**src/rtl/fir_mac_scheduler_pkg.sv**
```systemverilog
// rtl/fir_mac_scheduler_pkg.sv - shared types and default sizes for the shared-MAC FIR scheduler
package fir_sched_pkg;

  typedef enum logic [1:0] {
    IDLE = 2'd0,
    MAC  = 2'd1,
    DONE = 2'd2
  } fir_state_e;

  localparam int TAPS_DEF   = 10;
  localparam int DATA_W_DEF = 8;
  localparam int COEF_W_DEF = 8;
  localparam int OUT_W_DEF  = 25;

  // Wide enough for TAPS up to 16 and matches the coefficient index port
  localparam int IDX_W = 4;

endpackage

```
**src/rtl/fir_mac_scheduler_if.sv**
```systemverilog
// rtl/fir_mac_scheduler_if.sv - sample, coefficient-write and result handshake bundle
interface fir_mac_scheduler_if
  import fir_sched_pkg::*;
#(
  parameter int DATA_W = DATA_W_DEF,
  parameter int COEF_W = COEF_W_DEF,
  parameter int OUT_W  = OUT_W_DEF
);
  logic signed [DATA_W-1:0] InputData;
  logic                     InValid;
  logic                     InReady;
  logic        [IDX_W-1:0]  CoefficientIndex;
  logic signed [COEF_W-1:0] NewCoefficientValue;
  logic                     CoefficientWriteEnable;
  logic                     CoefficientWriteReady;
  logic signed [OUT_W-1:0]  FilteredOutput;
  logic                     OutValid;
  logic                     OutReady;
  logic                     Busy;

  // Source/consumer side
  modport master (
    output InputData, InValid, CoefficientIndex, NewCoefficientValue,
           CoefficientWriteEnable, OutReady,
    input  InReady, CoefficientWriteReady, FilteredOutput, OutValid, Busy
  );

  // Scheduler side
  modport slave (
    input  InputData, InValid, CoefficientIndex, NewCoefficientValue,
           CoefficientWriteEnable, OutReady,
    output InReady, CoefficientWriteReady, FilteredOutput, OutValid, Busy
  );

endinterface

```
**src/rtl/fir_mac_scheduler_mac_unit.sv**
```systemverilog
// rtl/fir_mac_scheduler_mac_unit.sv - signed multiplier feeding a clearable accumulator
module fir_mac_unit #(
  parameter int DATA_W = 8,
  parameter int COEF_W = 8,
  parameter int OUT_W  = 25
) (
  input  logic                     clk,
  input  logic                     rst,
  input  logic                     clr_i,
  input  logic                     en_i,
  input  logic signed [DATA_W-1:0] a_i,
  input  logic signed [COEF_W-1:0] b_i,
  output logic signed [OUT_W-1:0]  sum_o
);
  localparam int PROD_W = DATA_W + COEF_W;

  logic signed [PROD_W-1:0] prod;
  logic signed [OUT_W-1:0]  prod_ext;
  logic signed [OUT_W-1:0]  acc_q;

  assign prod     = a_i * b_i;
  assign prod_ext = {{(OUT_W - PROD_W){prod[PROD_W-1]}}, prod};
  // sum_o is also the final result on the last tap, so it is exported unregistered
  assign sum_o    = acc_q + prod_ext;

  // Accumulator: clear wins over accumulate so a new sample always starts from zero
  always_ff @(posedge clk or posedge rst) begin
    if (rst) begin
      acc_q <= '0;
    end else if (clr_i) begin
      acc_q <= '0;
    end else if (en_i) begin
      acc_q <= sum_o;
    end
  end

endmodule

```
**src/rtl/fir_mac_scheduler.sv**
```systemverilog
// rtl/fir_mac_scheduler.sv - one-tap-per-clock FIR sequencer; optional SampleCount via FIR_SCHED_PERF_CNT_EN
module fir_mac_scheduler
  import fir_sched_pkg::*;
#(
  parameter int TAPS   = TAPS_DEF,
  parameter int DATA_W = DATA_W_DEF,
  parameter int COEF_W = COEF_W_DEF,
  parameter int OUT_W  = OUT_W_DEF
) (
  input  logic Clk,
  input  logic Reset,
  fir_mac_scheduler_if.slave bus
`ifdef FIR_SCHED_PERF_CNT_EN
  ,
  output logic [15:0] SampleCount
`endif
);
  localparam logic [IDX_W-1:0] LAST_TAP = IDX_W'(TAPS - 1);
  localparam logic [IDX_W:0]   TAPS_LIM = (IDX_W + 1)'(TAPS);

  fir_state_e               state_q;
  logic        [IDX_W-1:0]  idx_q;
  logic        [IDX_W-1:0]  idx_d;
  logic signed [DATA_W-1:0] dly_q  [TAPS];
  logic signed [COEF_W-1:0] coef_q [TAPS];
  logic signed [OUT_W-1:0]  result_q;
  logic signed [OUT_W-1:0]  mac_sum;
  logic                     out_valid_q;
  logic                     busy_q;
  logic                     idle;
  logic                     wr_fire;
  logic                     accept;

  // Coefficient writes take priority over samples while idle
  assign idle    = (state_q == IDLE);
  assign wr_fire = idle && bus.CoefficientWriteEnable;
  assign accept  = idle && bus.InValid && !bus.CoefficientWriteEnable;
  assign idx_d   = idx_q + IDX_W'(1);

  assign bus.InReady               = idle && !bus.CoefficientWriteEnable;
  assign bus.CoefficientWriteReady = idle;
  assign bus.FilteredOutput        = result_q;
  assign bus.OutValid              = out_valid_q;
  assign bus.Busy                  = busy_q;

  fir_mac_unit #(
    .DATA_W (DATA_W),
    .COEF_W (COEF_W),
    .OUT_W  (OUT_W)
  ) u_mac (
    .clk   (Clk),
    .rst   (Reset),
    .clr_i (accept),
    .en_i  (state_q == MAC),
    .a_i   (dly_q[idx_q]),
    .b_i   (coef_q[idx_q]),
    .sum_o (mac_sum)
  );

  // Delay line shifts only on an accepted sample; out-of-range writes are acknowledged but dropped
  always_ff @(posedge Clk or posedge Reset) begin
    if (Reset) begin
      for (int k = 0; k < TAPS; k++) begin
        dly_q[k]  <= '0;
        coef_q[k] <= '0;
      end
    end else begin
      if (accept) begin
        dly_q[0] <= bus.InputData;
        for (int k = 1; k < TAPS; k++) dly_q[k] <= dly_q[k-1];
      end
      if (wr_fire && ({1'b0, bus.CoefficientIndex} < TAPS_LIM)) begin
        coef_q[bus.CoefficientIndex] <= bus.NewCoefficientValue;
      end
    end
  end

  // Scheduler FSM: IDLE accepts, MAC walks taps, DONE holds the result until taken
  always_ff @(posedge Clk or posedge Reset) begin
    if (Reset) begin
      state_q     <= IDLE;
      idx_q       <= '0;
      result_q    <= '0;
      out_valid_q <= 1'b0;
      busy_q      <= 1'b0;
    end else begin
      case (state_q)
        IDLE: begin
          if (accept) begin
            idx_q   <= '0;
            busy_q  <= 1'b1;
            state_q <= MAC;
          end
        end
        MAC: begin
          if (idx_q == LAST_TAP) begin
            result_q    <= mac_sum;
            out_valid_q <= 1'b1;
            state_q     <= DONE;
          end else begin
            idx_q <= idx_d;
          end
        end
        DONE: begin
          if (bus.OutReady) begin
            out_valid_q <= 1'b0;
            busy_q      <= 1'b0;
            state_q     <= IDLE;
          end
        end
        default: state_q <= IDLE;
      endcase
    end
  end

`ifdef FIR_SCHED_PERF_CNT_EN
  logic [15:0] sample_cnt_q;
  assign SampleCount = sample_cnt_q;

  // Counts result handshakes, wrapping naturally at 16 bits
  always_ff @(posedge Clk or posedge Reset) begin
    if (Reset) begin
      sample_cnt_q <= '0;
    end else if (out_valid_q && bus.OutReady) begin
      sample_cnt_q <= sample_cnt_q + 16'd1;
    end
  end
`endif

endmodule

```
**src/flat_wrapper.sv**
```systemverilog
// flat-port wrapper written by rule: the top's interface ports become plain ports
module fir_mac_scheduler_flat import fir_sched_pkg::*;
#(
  parameter int TAPS   = TAPS_DEF,
  parameter int DATA_W = DATA_W_DEF,
  parameter int COEF_W = COEF_W_DEF,
  parameter int OUT_W  = OUT_W_DEF
)
  (Clk, Reset, bus_InputData, bus_InValid, bus_CoefficientIndex, bus_NewCoefficientValue, bus_CoefficientWriteEnable, bus_OutReady, bus_InReady, bus_CoefficientWriteReady, bus_FilteredOutput, bus_OutValid, bus_Busy);
  fir_mac_scheduler_if #(.DATA_W(DATA_W), .COEF_W(COEF_W), .OUT_W(OUT_W)) bus_i ();
  input  logic Clk;
  input  logic Reset;
  input wire logic [$bits(bus_i.InputData)-1:0] bus_InputData;
  input wire logic [$bits(bus_i.InValid)-1:0] bus_InValid;
  input wire logic [$bits(bus_i.CoefficientIndex)-1:0] bus_CoefficientIndex;
  input wire logic [$bits(bus_i.NewCoefficientValue)-1:0] bus_NewCoefficientValue;
  input wire logic [$bits(bus_i.CoefficientWriteEnable)-1:0] bus_CoefficientWriteEnable;
  input wire logic [$bits(bus_i.OutReady)-1:0] bus_OutReady;
  output wire logic [$bits(bus_i.InReady)-1:0] bus_InReady;
  output wire logic [$bits(bus_i.CoefficientWriteReady)-1:0] bus_CoefficientWriteReady;
  output wire logic [$bits(bus_i.FilteredOutput)-1:0] bus_FilteredOutput;
  output wire logic [$bits(bus_i.OutValid)-1:0] bus_OutValid;
  output wire logic [$bits(bus_i.Busy)-1:0] bus_Busy;
  assign bus_i.InputData = bus_InputData;
  assign bus_i.InValid = bus_InValid;
  assign bus_i.CoefficientIndex = bus_CoefficientIndex;
  assign bus_i.NewCoefficientValue = bus_NewCoefficientValue;
  assign bus_i.CoefficientWriteEnable = bus_CoefficientWriteEnable;
  assign bus_i.OutReady = bus_OutReady;
  assign bus_InReady = bus_i.InReady;
  assign bus_CoefficientWriteReady = bus_i.CoefficientWriteReady;
  assign bus_FilteredOutput = bus_i.FilteredOutput;
  assign bus_OutValid = bus_i.OutValid;
  assign bus_Busy = bus_i.Busy;
  fir_mac_scheduler #(.TAPS(TAPS), .DATA_W(DATA_W), .COEF_W(COEF_W), .OUT_W(OUT_W)) u_core (.Clk(Clk), .Reset(Reset), .bus(bus_i));
endmodule
```
**config.mk**
```make
export PLATFORM = sky130hd
export DESIGN_NAME = fir_mac_scheduler_flat
export DESIGN_NICKNAME = d
export VERILOG_FILES = /design/src/rtl/fir_mac_scheduler_pkg.sv /design/src/rtl/fir_mac_scheduler_if.sv /design/src/rtl/fir_mac_scheduler_mac_unit.sv /design/src/rtl/fir_mac_scheduler.sv /design/src/flat_wrapper.sv
export SDC_FILE = /design/constraint.sdc
export NUM_CORES = 1
export LEC_CHECK = 0
export ABC_AREA = 1
export CAP_MARGIN = 20
export CORE_MARGIN = 3
export CORE_UTILIZATION = 50
export DETAILED_ROUTE_END_ITERATION = 8
export PLACE_DENSITY = 0.68
export SLEW_MARGIN = 20
export SYNTH_ARGS = -nofsm -noshare
export SYNTH_HDL_FRONTEND = slang
export SYNTH_SLANG_ARGS = --single-unit
```
**constraint.sdc**
```tcl
create_clock -name Clk -period 8.77 [get_ports Clk]
set_input_delay 2.631 -clock Clk [delete_from_list [all_inputs] [get_ports Clk]]
set_output_delay 2.631 -clock Clk [all_outputs]
set_load 0.005 [all_outputs]
```
==> impl_metrics.csv <==
group,metric,value,unit
finish,layout_common_cells,"nand2_1 (444), inv_1 (227), o21ai_0 (219)",
clock_tree,clock_path_buffers,3,
finish,drive_gt1_share,5.800,%
clock_tree,clock-sinks,218,
die,start_util,51.08,%
timing,whs,0.4784,ns
setup_path,r2r-end,"u_core.bus.FilteredOutput[15]$_DFFE_PP0P_",
die,ioPinCount,54,
finish,regArea,5459,um^2
run_status,status,"finished clean",
global_route,first_global_vias,11424,
synthesis,yosysUniqueCellTypes,33,
finish,final_cells,2102,
route,vias,11180,
route,drc,0,
setup_path,crit_arrival,7.76,ns
place,io_buffers,53,
hold_path,hold_path_class,"flop to flop",
setup_path,required,9.20,ns
synthesis,synth_nets,1869,
route,drt_iter0_markers,1060,
die,rows,61,
setup_path,crit_type,"flop to flop",
clock_tree,clkSlewWorstSetupHoldPaths,0.06,ns
die,core,27930,um^2
clock_tree,cts_tree,"yes",
synthesis,syn_inst,1678,
synthesis,syn_area_per_cell,8.504,um^2
route,viasPerCell,5.319,
synthesis,syn_area,14270,um^2
finish,fillCellCount,2498,
finish,layout_commonest_cell,"nand2_1",
place,dpl.hpwl,23510,um
global_route,grt_max_degree,86,
timing,worst_pin_slew,0.9555,ns
global_route,grt_pass1_wl,57350,um
die,die_x,174.9,um
setup_path,rr_startpoint,"u_core.idx_q[0]$_DFFE_PP0P_",
finish,antenna_cells,0,
timing,fmax,136.4,MHz
hold_path,worstHoldStart,"u_core.bus.FilteredOutput[13]$_DFFE_PP0P_",
global_route,grtUsageTotal,22.81,%
route,first_pass_iters,5,
synthesis,synth_top_cell_area_share,38.23,%
timing,skew,0.009850,ns
hold_path,whs_path_depth,2,
place,gp_congestion,0.8897,
clock_tree,numCtsBuffers,26,
place,dpl_cell_area,14990,um^2
global_route,grt-ovfl-total,0,
timing,slew_headroom,36.30,%
die,dieArea,30600,um^2
synthesis,synth_warnings,0,
clock_tree,cts_resized,0,
setup_path,r2r_cells,22,
route,ant_nets,0,
clock_tree,hold_buffers,0,
synthesis,synth-seq-cells,218,
place,post-place-cells,2054,
finish,fin_area,15950,um^2
timing,fin_tns_setup,0,ns
finish,nNetsFinal,1895,
timing,fin_crit,7.329,ns
synthesis,yosysSeqAreaShare,38.23,%
setup_path,rrSetupSlack,1.44,ns
timing,finalCritPeriodShare,83.57,%
timing,hold_viol_final,0,
setup_path,cp-start-kind,"flop",
clock_tree,cts_max_level,1,
clock_tree,cts_root_buffer,"clkbuf_16",
finish,area_growth,11.79,%
hold_path,min_to,"u_core.bus.FilteredOutput[13]$_DFFE_PP0P_",
timing,setup_viol,0,
route,wirelength,33570,um
finish,multi_input_area,7569,um^2
setup_path,worst-path-max-fanout,61,
setup_path,worst_setup_path_end_kind,"flop",
route,routedWlPerCell,15.97,um
flow_run,max_cap_viol_count,0,
synthesis,synth_top_area_cell,"dfrtp_1",
clock_tree,clock_latency,0.55,ns
synthesis,yosys-top-cells-area,"dfrtp_1 (38%), fa_1 (15%), nand2_1 (12%), o21ai_0 (7.7%), inv_1 (6.0%)",
timing,rsz0062_at_grt,"no",
die,die_h,174.9,um
clock_tree,postCtsSetupBuffers,0,
timing,slew_violations,0,
global_route,antenna_found_initial,0,
cell usage after synthesis (all sizes together):
library cell	instances
a21oi	40
buf	42
clkbuf	21
dfrtp	218
fa	108
ha	58
inv	238
mux2i	13
nand2	448
nand3	88
nand3b	7
nand4	9
nor2	84
nor3	4
o211ai	17
o21ai	252
o21bai	3
o221ai	8
o22ai	7
or2	4
xnor2	5
xor2	4
worst max-delay path: stages, from the launching register on:
cell	delay (ns)
dfrtp_4	0.84
inv_2	0.50
o21ai_0	0.30
o221ai_1	0.13
nand3_1	0.14
o21ai_2	0.15
nand2_1	0.17
clkinv_1	0.75
fa_1	0.85
inv_1	0.05
fa_1	0.50
inv_1	0.06
fa_1	0.52
fa_1	0.49
ha_1	0.31
ha_1	0.36
a21oi_1	0.22
nor2_1	0.06
nor2_1	0.16
nand3_1	0.16
or2_2	0.32
nand3_1	0.09
nand2_1	0.06
state kept, by name (all words and copies together), names as in the netlist:
register and cells:
u_core.bus.Busy 1, u_core.state_q 2, u_core.idx_q 4, u_core.u_mac.acc_q 25, u_core.bus.FilteredOutput 25, u_core.dly_q 80, u_core.coef_q 80, u_core.bus.OutValid 1
worst max path at each step:
| stage | cells past startpoint | endpoint | start |
|---|---|---|---|
| floorplan | 1 | u_core.bus.Busy$_DFFE_PP0P_ | Reset |
| CTS | 22 | u_core.bus.FilteredOutput[15]$_DFFE_PP0P_ | u_core.idx_q[0]$_DFFE_PP0P_ |
| global placement | 24 | u_core.bus.FilteredOutput[21]$_DFFE_PP0P_ | u_core.idx_q[0]$_DFFE_PP0P_ |
| global route | 22 | u_core.bus.FilteredOutput[15]$_DFFE_PP0P_ | u_core.idx_q[0]$_DFFE_PP0P_ |
| finish | 22 | u_core.bus.FilteredOutput[15]$_DFFE_PP0P_ | u_core.idx_q[0]$_DFFE_PP0P_ |
| detailed placement | 22 | u_core.bus.FilteredOutput[15]$_DFFE_PP0P_ | u_core.idx_q[0]$_DFFE_PP0P_ |
cells by family (layout without fill, tap and decap cells):
| kind of cell | after synthesis | count (layout) | synth area share [%] |
|---|---|---|---|
| XOR/XNOR | 9 | 9 | 0.5524 |
| AND/OR/NAND/NOR | 644 | 644 | 18.72 |
| adder cells (fa/ha/maj) | 166 | 166 | 20.24 |
| multiplexers | 13 | 13 | 0.9118 |
| flip-flops | 218 | 218 | 38.23 |
| AO/OA/AOI/OAI | 327 | 327 | 12.62 |
| buffers and inverters | 301 | 347 | 8.733 |
routing by layer:
layer	vias to the layer above	wire [um]	GRT usage [%]	share of wire, %
met5	-	0	0	0
met1	5467	15340	32.36	46
met2	269	16130	37.89	48
li1	5398	-	-	-
met3	46	1530	2.694	4.6
met4	0	570	5.386	1.7
final cells by class:
cell class / instances / area share [%]
Clock buffer: 41 / 4.996
Multi-Input combinational cell: 1159 / 47.44
Sequential cell: 218 / 34.22
Clock inverter: 7 / 1.027
Inverter: 238 / 5.647
Timing Repair Buffer: 61 / 3.702
Tap cell: 378 / 2.965
metrics by stage:
step / util (%) / setup WS [ns]
after floorplan: - / 0.1746
after global placement: 53.67 / 1.885
after detailed placement: 53.67 / 1.748
after CTS: 57.11 / 1.678
after global routing: 57.11 / 0.7387
final: 57.11 / 1.441
Power is not shown: default switching activity piles up to over one toggle a cycle in this logic, so the estimate is an artifact.
